[src/rtl/ooo_types.sv]
// rtl/ooo_types.sv - shared types for the out-of-order redirect path
package ooo_types;

    // Tag value meaning "no ROB entry"; never captured into the redirect table.
    localparam int unsigned NO_TAG = 0;

    typedef struct packed {
        logic        valid;
        logic [31:0] target;
    } redirect_entry_t;

    typedef enum logic [1:0] {
        IDLE  = 2'd0,
        FLUSH = 2'd1,
        HOLD  = 2'd2
    } redirect_state_t;

endpackage

[src/rtl/redirect_table.sv]
// rtl/redirect_table.sv - tag-indexed mispredict target table with commit bypass
module redirect_table
    import ooo_types::*;
#(
    parameter int TAG_W = 3
) (
    input  logic             clk,
    input  logic             rst_n,
    input  logic             wa_en_i,
    input  logic [TAG_W-1:0] wa_tag_i,
    input  logic [31:0]      wa_target_i,
    input  logic             wb_en_i,
    input  logic [TAG_W-1:0] wb_tag_i,
    input  logic [31:0]      wb_target_i,
    input  logic [TAG_W-1:0] rd_tag_i,
    input  logic             rd_clr_i,
    input  logic             clr_all_i,
    output logic             rd_hit_o,
    output logic [31:0]      rd_target_o
);

    localparam int DEPTH = 1 << TAG_W;

    redirect_entry_t tbl_q [DEPTH];

    // Port a is written last so it wins a same-tag collision; the commit
    // clear comes after both so a capture-and-retire leaves the entry empty.
    always_ff @(posedge clk or negedge rst_n) begin
        if (!rst_n) begin
            for (int i = 0; i < DEPTH; i++) tbl_q[i] <= '0;
        end else if (clr_all_i) begin
            for (int i = 0; i < DEPTH; i++) tbl_q[i] <= '0;
        end else begin
            if (wb_en_i) tbl_q[wb_tag_i] <= redirect_entry_t'{valid: 1'b1, target: wb_target_i};
            if (wa_en_i) tbl_q[wa_tag_i] <= redirect_entry_t'{valid: 1'b1, target: wa_target_i};
            if (rd_clr_i) tbl_q[rd_tag_i].valid <= 1'b0;
        end
    end

    always_comb begin
        rd_hit_o    = tbl_q[rd_tag_i].valid;
        rd_target_o = tbl_q[rd_tag_i].target;
        if (wb_en_i && (wb_tag_i == rd_tag_i)) begin
            rd_hit_o    = 1'b1;
            rd_target_o = wb_target_i;
        end
        if (wa_en_i && (wa_tag_i == rd_tag_i)) begin
            rd_hit_o    = 1'b1;
            rd_target_o = wa_target_i;
        end
    end

endmodule

[src/rtl/redirect_unit.sv]
// rtl/redirect_unit.sv - commit-time flush, fetch redirect and dispatch recovery hold
module redirect_unit
    import ooo_types::*;
#(
    parameter int TAG_W       = 3,
    parameter int HOLD_CYCLES = 2
) (
    input  logic             clk,
    input  logic             rst_n,
    input  logic             jalr_valid,
    input  logic [TAG_W-1:0] jalr_tag,
    input  logic             jalr_correct,
    input  logic [31:0]      jalr_pc_next,
    input  logic             br_valid,
    input  logic [TAG_W-1:0] br_tag,
    input  logic             br_correct,
    input  logic [31:0]      br_pc_next,
    input  logic             commit_valid,
    input  logic [TAG_W-1:0] commit_tag,
    output logic             flush,
    output logic             redirect_valid,
    output logic [31:0]      redirect_pc,
    output logic             dispatch_hold,
    output logic [31:0]      mispredict_count
);

    localparam int CNT_W = (HOLD_CYCLES > 0) ? $clog2(HOLD_CYCLES + 1) : 1;

    redirect_state_t  state_q, state_d;
    logic [CNT_W-1:0] cnt_q, cnt_d;
    logic [31:0]      pc_q, pc_d;
    logic [31:0]      count_q, count_d;

    logic        live;
    logic        jalr_cap, br_cap, commit_hit;
    logic        tbl_hit;
    logic [31:0] tbl_target;

    // Everything arriving during the flush cycle belongs to squashed work.
    assign live       = (state_q != FLUSH);
    assign jalr_cap   = live && jalr_valid && !jalr_correct && (jalr_tag != TAG_W'(NO_TAG));
    assign br_cap     = live && br_valid && !br_correct && (br_tag != TAG_W'(NO_TAG));
    assign commit_hit = live && commit_valid && tbl_hit;

    redirect_table #(
        .TAG_W(TAG_W)
    ) u_table (
        .clk         (clk),
        .rst_n       (rst_n),
        .wa_en_i     (jalr_cap),
        .wa_tag_i    (jalr_tag),
        .wa_target_i (jalr_pc_next),
        .wb_en_i     (br_cap),
        .wb_tag_i    (br_tag),
        .wb_target_i (br_pc_next),
        .rd_tag_i    (commit_tag),
        .rd_clr_i    (live && commit_valid),
        .clr_all_i   (state_q == FLUSH),
        .rd_hit_o    (tbl_hit),
        .rd_target_o (tbl_target)
    );

    always_ff @(posedge clk or negedge rst_n) begin
        if (!rst_n) begin
            state_q <= IDLE;
            cnt_q   <= '0;
            pc_q    <= '0;
            count_q <= '0;
        end else begin
            state_q <= state_d;
            cnt_q   <= cnt_d;
            pc_q    <= pc_d;
            count_q <= count_d;
        end
    end

    always_comb begin
        state_d = state_q;
        cnt_d   = cnt_q;
        pc_d    = pc_q;
        count_d = count_q;
        case (state_q)
            IDLE: begin
                if (commit_hit) state_d = FLUSH;
            end
            FLUSH: begin
                if (HOLD_CYCLES > 0) begin
                    state_d = HOLD;
                    cnt_d   = CNT_W'(HOLD_CYCLES);
                end else begin
                    state_d = IDLE;
                end
            end
            HOLD: begin
                if (commit_hit) begin
                    state_d = FLUSH;
                end else if (cnt_q == CNT_W'(1)) begin
                    state_d = IDLE;
                end else begin
                    cnt_d = cnt_q - CNT_W'(1);
                end
            end
            default: state_d = IDLE;
        endcase
        if (commit_hit) begin
            pc_d    = tbl_target;
            count_d = count_q + 32'd1;
        end
    end

    assign flush            = (state_q == FLUSH);
    assign redirect_valid   = (state_q == FLUSH);
    assign redirect_pc      = pc_q;
    assign dispatch_hold    = (state_q == HOLD);
    assign mispredict_count = count_q;

endmodule

[config.mk]
export PLATFORM = sky130hd
export DESIGN_NAME = redirect_unit
export DESIGN_NICKNAME = d
export VERILOG_FILES = /design/src/rtl/ooo_types.sv /design/src/rtl/redirect_table.sv /design/src/rtl/redirect_unit.sv
export SDC_FILE = /design/constraint.sdc
export NUM_CORES = 1
export LEC_CHECK = 0
export CAP_MARGIN = 20
export CORE_MARGIN = 5
export CORE_UTILIZATION = 45
export CTS_CLUSTER_DIAMETER = 40
export DETAILED_ROUTE_END_ITERATION = 10
export GPL_TIMING_DRIVEN = 0
export SYNTH_ARGS = -nofsm -noshare
export SYNTH_HDL_FRONTEND = slang
export SYNTH_SLANG_ARGS = --single-unit
[constraint.sdc]
create_clock -name clk -period 6.4 [get_ports clk]
set_input_delay 0.96 -clock clk [delete_from_list [all_inputs] [get_ports clk]]
set_output_delay 0.96 -clock clk [all_outputs]
set_load 0.005 [all_outputs]
== After elaboration in Yosys (flattened, before gate mapping) ==
Cells that the tools add are included.
Word-level totals
  logic and storage cells: 91
  flip-flop bits (word level): 332
  input port bits: 80
Operators by class
  eq/ne operators: 10
  bitwise logic cells: 3
  reduce and logical (&&, ||, !) cells: 21
  add/subtract/negate cells: 2
  mux-type cells: 29
  magnitude comparators: 6
Operators with widths (number)
  $mux 264: 6
  $bwmux 264: 3
  $demux 33 s3: 3
  $mux 33: 5
  $bmux 33 s3: 1
  $mux 32: 2
  $add 32x1->32 const B: 1
  $logic_and 1x1->1: 13
  $ge 4x4->1 const B: 3
  $lt 4x1->1 const B: 3
  $not 3->4: 3
  $mux 2: 5
  $eq 3x3->1: 2
  $ne 2x2->1 const B: 3
  $pmux 2 s3: 1
  $reduce_bool 3->1: 2
  $eq 2x1->1 const B: 2
  $pmux 2 s2: 1
  $ne 3x1->1 const B: 1
  $reduce_and 3->1: 1
  $eq 2x2->1 const B: 1
  $logic_not 1->1: 2
  $logic_not 2->1: 1
  $mux 1: 2
  4 further kinds: 4

== Longest topological paths before layout ==
  depth in word-level cells: 14
  gate-level depth with buffers: 12
  gate-level depth less buffers: 8

== Cells and area by module ==
A second synthesis with hierarchy kept.
Second synthesis, totals
  cells, all modules: 1864
  area total of the unflattened synthesis: 18786.8 sq um
By module, submodules not included
  redirect_table: times used 1, area each 15860.2 sq um, seq. area each 6606.3 sq um, cells each 1570
  redirect_unit: times used 1, area each 2926.6 sq um, seq. area each 1701.6 sq um, cells each 294

== Least setup slack after synthesis ==
Ideal clock, no wire load.
  path type: input to register
  start point: input port commit_tag[0]
  end point: register cnt_q[0]
  arrival: 2.562 ns
  slack: 3.712 ns
  data required time: 6.274 ns
  stages: 7
  buffers on the path: 1
  setup time: 0.126 ns
  path through: buf_2 mux4_2 mux2i_1 nand3_1 o21ai_2 nand2_1 a311o_1
On the way
  word-level cells in the longest chain between the ends: 9
RTL lines
  from (decl): line redirect_unit.sv:19  | input logic [TAG_W-1:0] commit_tag,
  $not 3->4 (not written as such): line redirect_table.sv:41  | rd_hit_o = tbl_q[rd_tag_i].valid;
  $bmux 33 s3: line redirect_table.sv:41
  $mux 33 (not written as such) (2 in series): line redirect_table.sv:41
  $mux 1: line redirect_table.sv:43  | if (wb_en_i && (wb_tag_i == rd_tag_i)) begin
  $mux 1 (*): line redirect_table.sv:47  | if (wa_en_i && (wa_tag_i == rd_tag_i)) begin
  $logic_and 1x1->1 (*): line redirect_unit.sv:43  | assign commit_hit = live && commit_valid && tbl_hit;
  $ne 2x2->1 (no line) (*)
  $reduce_and 3->1 (no line) (*)
  to (signal assigned): line redirect_unit.sv:71  | cnt_q <= cnt_d;
  to (decl): line redirect_unit.sv:30  | logic [CNT_W-1:0] cnt_q, cnt_d;
Mark *: on every way between the ends. The rest lies on a longest branch, timed or not. The select of a mux whose other input is x is not followed.
A chain may end at the register's enable or synchronous reset.

== Worst setup path in the final report ==
  start point: input port commit_tag[0]
  end point: register pc_q[14] (netlist: redirect_pc[14])
On the way
  word-level cells in the longest chain between the ends: 7
RTL lines
  $not 3->4 (not written as such): line redirect_table.sv:41, redirect_table.sv:42
  $bmux 33 s3: line redirect_table.sv:41, redirect_table.sv:42
  $mux 33 (not written as such) (2 in series): line redirect_table.sv:41
  $mux 1: line redirect_table.sv:43
  $mux 1: line redirect_table.sv:47
  $logic_and 1x1->1: line redirect_unit.sv:43
  to (signal assigned): line redirect_unit.sv:72  | pc_q <= pc_d;
  to (decl): line redirect_unit.sv:31  | logic [31:0] pc_q, pc_d;
Several ways; a longest one is shown, not always the timed one. The select of a mux whose other input is x is not followed.

==> results.ini <==
[clock_network]
cts_htree_levels=2
cts.path.max_buffers=3
cts_tree=built
cts_hold_buffers=0
clk_latency_ps=620
cts_root_buffer=clkbuf_16
cts_buffers=56
clkTransAtPathRegs_ps=60
cts-resized-gates=0
tritoncts_num_sinks=332
postCtsSetupBuffers=0

[synth]
synth_edf_count=0
yosysWarnings=0
synth_top_family_by_area=multiplexers
synth.top_cell.area_share_pct=45.7
synthFlopType=dfrtp_1
yosys.cell_count.top_type=dfrtp_1
yosysSeqAreaShare_pct=45.7
async_reset_ff_share_pct=100
synth_common_cells=332 x dfrtp_1, 311 x mux2i_1, 270 x nor2_1
synth.net_count=1858
yosys.area_share.xor_xnor_pct=1.69
synth_compound_area_share_pct=13.9
synth_mux_area_share_pct=20.8
syn_area_sq_mm=0.0182
avgSynthCellArea_sq_um=10.3
yosys.area.top_type=dfrtp_1
synthTopCellsByArea=dfrtp_1 46%, mux2i_1 17%, a211oi_1 9.4%
synthCells=1772
synth-seq-cells=332
synth_cell_types=52
synthSimpleGateAreaFrac_pct=11.9
synth_fa_ha_area_share_pct=0.413

[sta]
min_period_ps=3640
setup_slack_ps=2760
tightest_slew_ps=1290
slew_violations=0
hold_viol=0
finClkSkew_ps=22.7
relSlewSlack_pct=13.9
rsz0062_at_grt=false
setup_violations=0
post-route-period-util_pct=56.9
fmax_mhz=274
fin_tns_setup_ps=0

[worst_setup_path]
critPathLaunchType=primary input
path_buf_inv=5
critPathMaxFanout=10
slowest_stage=buf_1
path_class=in -> reg
critPathTopFamily=buffers and inverters
cp.arrival_ps=4170
worst_ep_required_time_ps=6930
crit_chain=clkdlybuf4s50_1, buf_2, inv_1, nor4_1, a21oi_1, clkbuf_1, buf_1, o211ai_1, a31oi_1
end_kind=flip-flop
cpPeakStageDelay_ps=840

[floorplanning]
num_rows=73
start_util_pct=45.7
die_area_sq_mm=0.0445
die_y_microns=211
core_sq_mm=0.0398
io_pins=147
die_x_microns=211

[place]
place_inst=2385
place_area_sq_mm=0.0198
place_congestion=1.01
dp_hpwl_microns=55200
place_worst_setup_slack_ps=2270
io_buffers=78

[layout]
layout.cells.non_filler=2498
fin_util_pct=55.0
fill_cells=3565
area_growth_pct=20.5
fin_area_sq_mm=0.0219
layout-drive-gt1-share_pct=12.2
nets=2009

[power_and_ir_drop]
ir_drop_mv=0.216
p_leak_uw=0.0104
powerDensity_mw_per_mm2=439

[global_route]
grt_pass1_wl_microns=119000
gr-usage-all-layers_pct=36.9
antenna_found_initial=3
overflow=0
grt_max_degree=105
grt_pass1_vias=16200

[status]
status=completed

[run]
max_cap_violations=0

[detailed_routing]
ant_nets=0
drtIter0Drc=2924
first_pass_iters=5
drc=0
wire_per_inst_microns=33.7
wirelength_microns=84100
routed-via-count=16700
vias_per_cell=6.70

[worst_hold_path]
hp-class=in -> async

[final timing paths]
path                                      start                    to  slack, ps  cells after the start
hold reg to reg            mispredict_count[31]  mispredict_count[31]        470                      1
setup / recovery                  commit_tag[0]       redirect_pc[14]       2760                      9
max in group asynchronous                 rst_n    u_table.tbl_q[121]       4770                      3
setup reg to reg                     state_q[1]    u_table.tbl_q[109]       2810                     10
hold / removal                            rst_n  mispredict_count[26]        260                      1
min in group clk           mispredict_count[31]  mispredict_count[31]        470                      1
[layout by cell type (no fill, tap or decap), drive strengths merged, types with 19 or more instances in the layout]
| master | n |
|---|---|
| nor2 | 272 |
| xnor2 | 19 |
| mux2i | 311 |
| clkdlybuf4s50 | 77 |
| a31oi | 33 |
| dfrtp | 332 |
| nand2 | 72 |
| o22ai | 36 |
| inv | 20 |
| buf | 72 |
| a211oi | 227 |
| o211ai | 33 |
| clkbuf | 232 |
| nor2b | 37 |
| mux4 | 30 |
| or3 | 20 |
[cells by family after synthesis]
family                     Yosys count
and+or+nand+nor                    477
AOI/OAI and AO/OA                  346
muxes                              341
DFF                                332
buffers and inverters              235
xor gates and xnor gates            35
adders and majority gates            6
[layout make-up]
type                            count  area [sq um]  share of cell area (%)
Sequential cell                   332          8310                    37.9
Clock buffer                       64          1480                    6.77
Antenna cell                        2          5.00                  0.0228
Multi-Input combinational cell   1205          8860                    40.4
Timing Repair Buffer               93          1050                    4.77
Inverter                           11          41.3                   0.188
Clock inverter                     42           541                    2.47
Tap cell                          525           657                    3.00
Buffer                            224           978                    4.46
[stage by stage]
stage               hold WS (ps)  power [uW]
CTS                          266        9490
global route                 277        9970
finish                       263        9620
detailed placement           459        6210
global placement             460        6150
floorplan                    460        5050
[per-layer routing]
layer	part of all wire (%)	vias to the layer above	global-route usage, %
met5	0.013	-	0
met4	6.1	2	18.2
met3	14	300	13.6
met2	42	1346	52.6
met1	39	8369	49.8
li1	-	6732	-
[flip-flops by register name, summed over array words and instances (netlist names)]
| signal | cells |
|---|---|
| u_table.tbl_q | 264 |
| state_q | 2 |
| redirect_pc | 32 |
| mispredict_count | 32 |
| cnt_q | 2 |
[report_power, final]
part | internal (uW) | switching, uW
logic | 1300 | 1560
registers | 2940 | 531
clock network | 2080 | 1200
total | 6330 | 3290
Note: power is estimated with default switching activity, not from simulation.
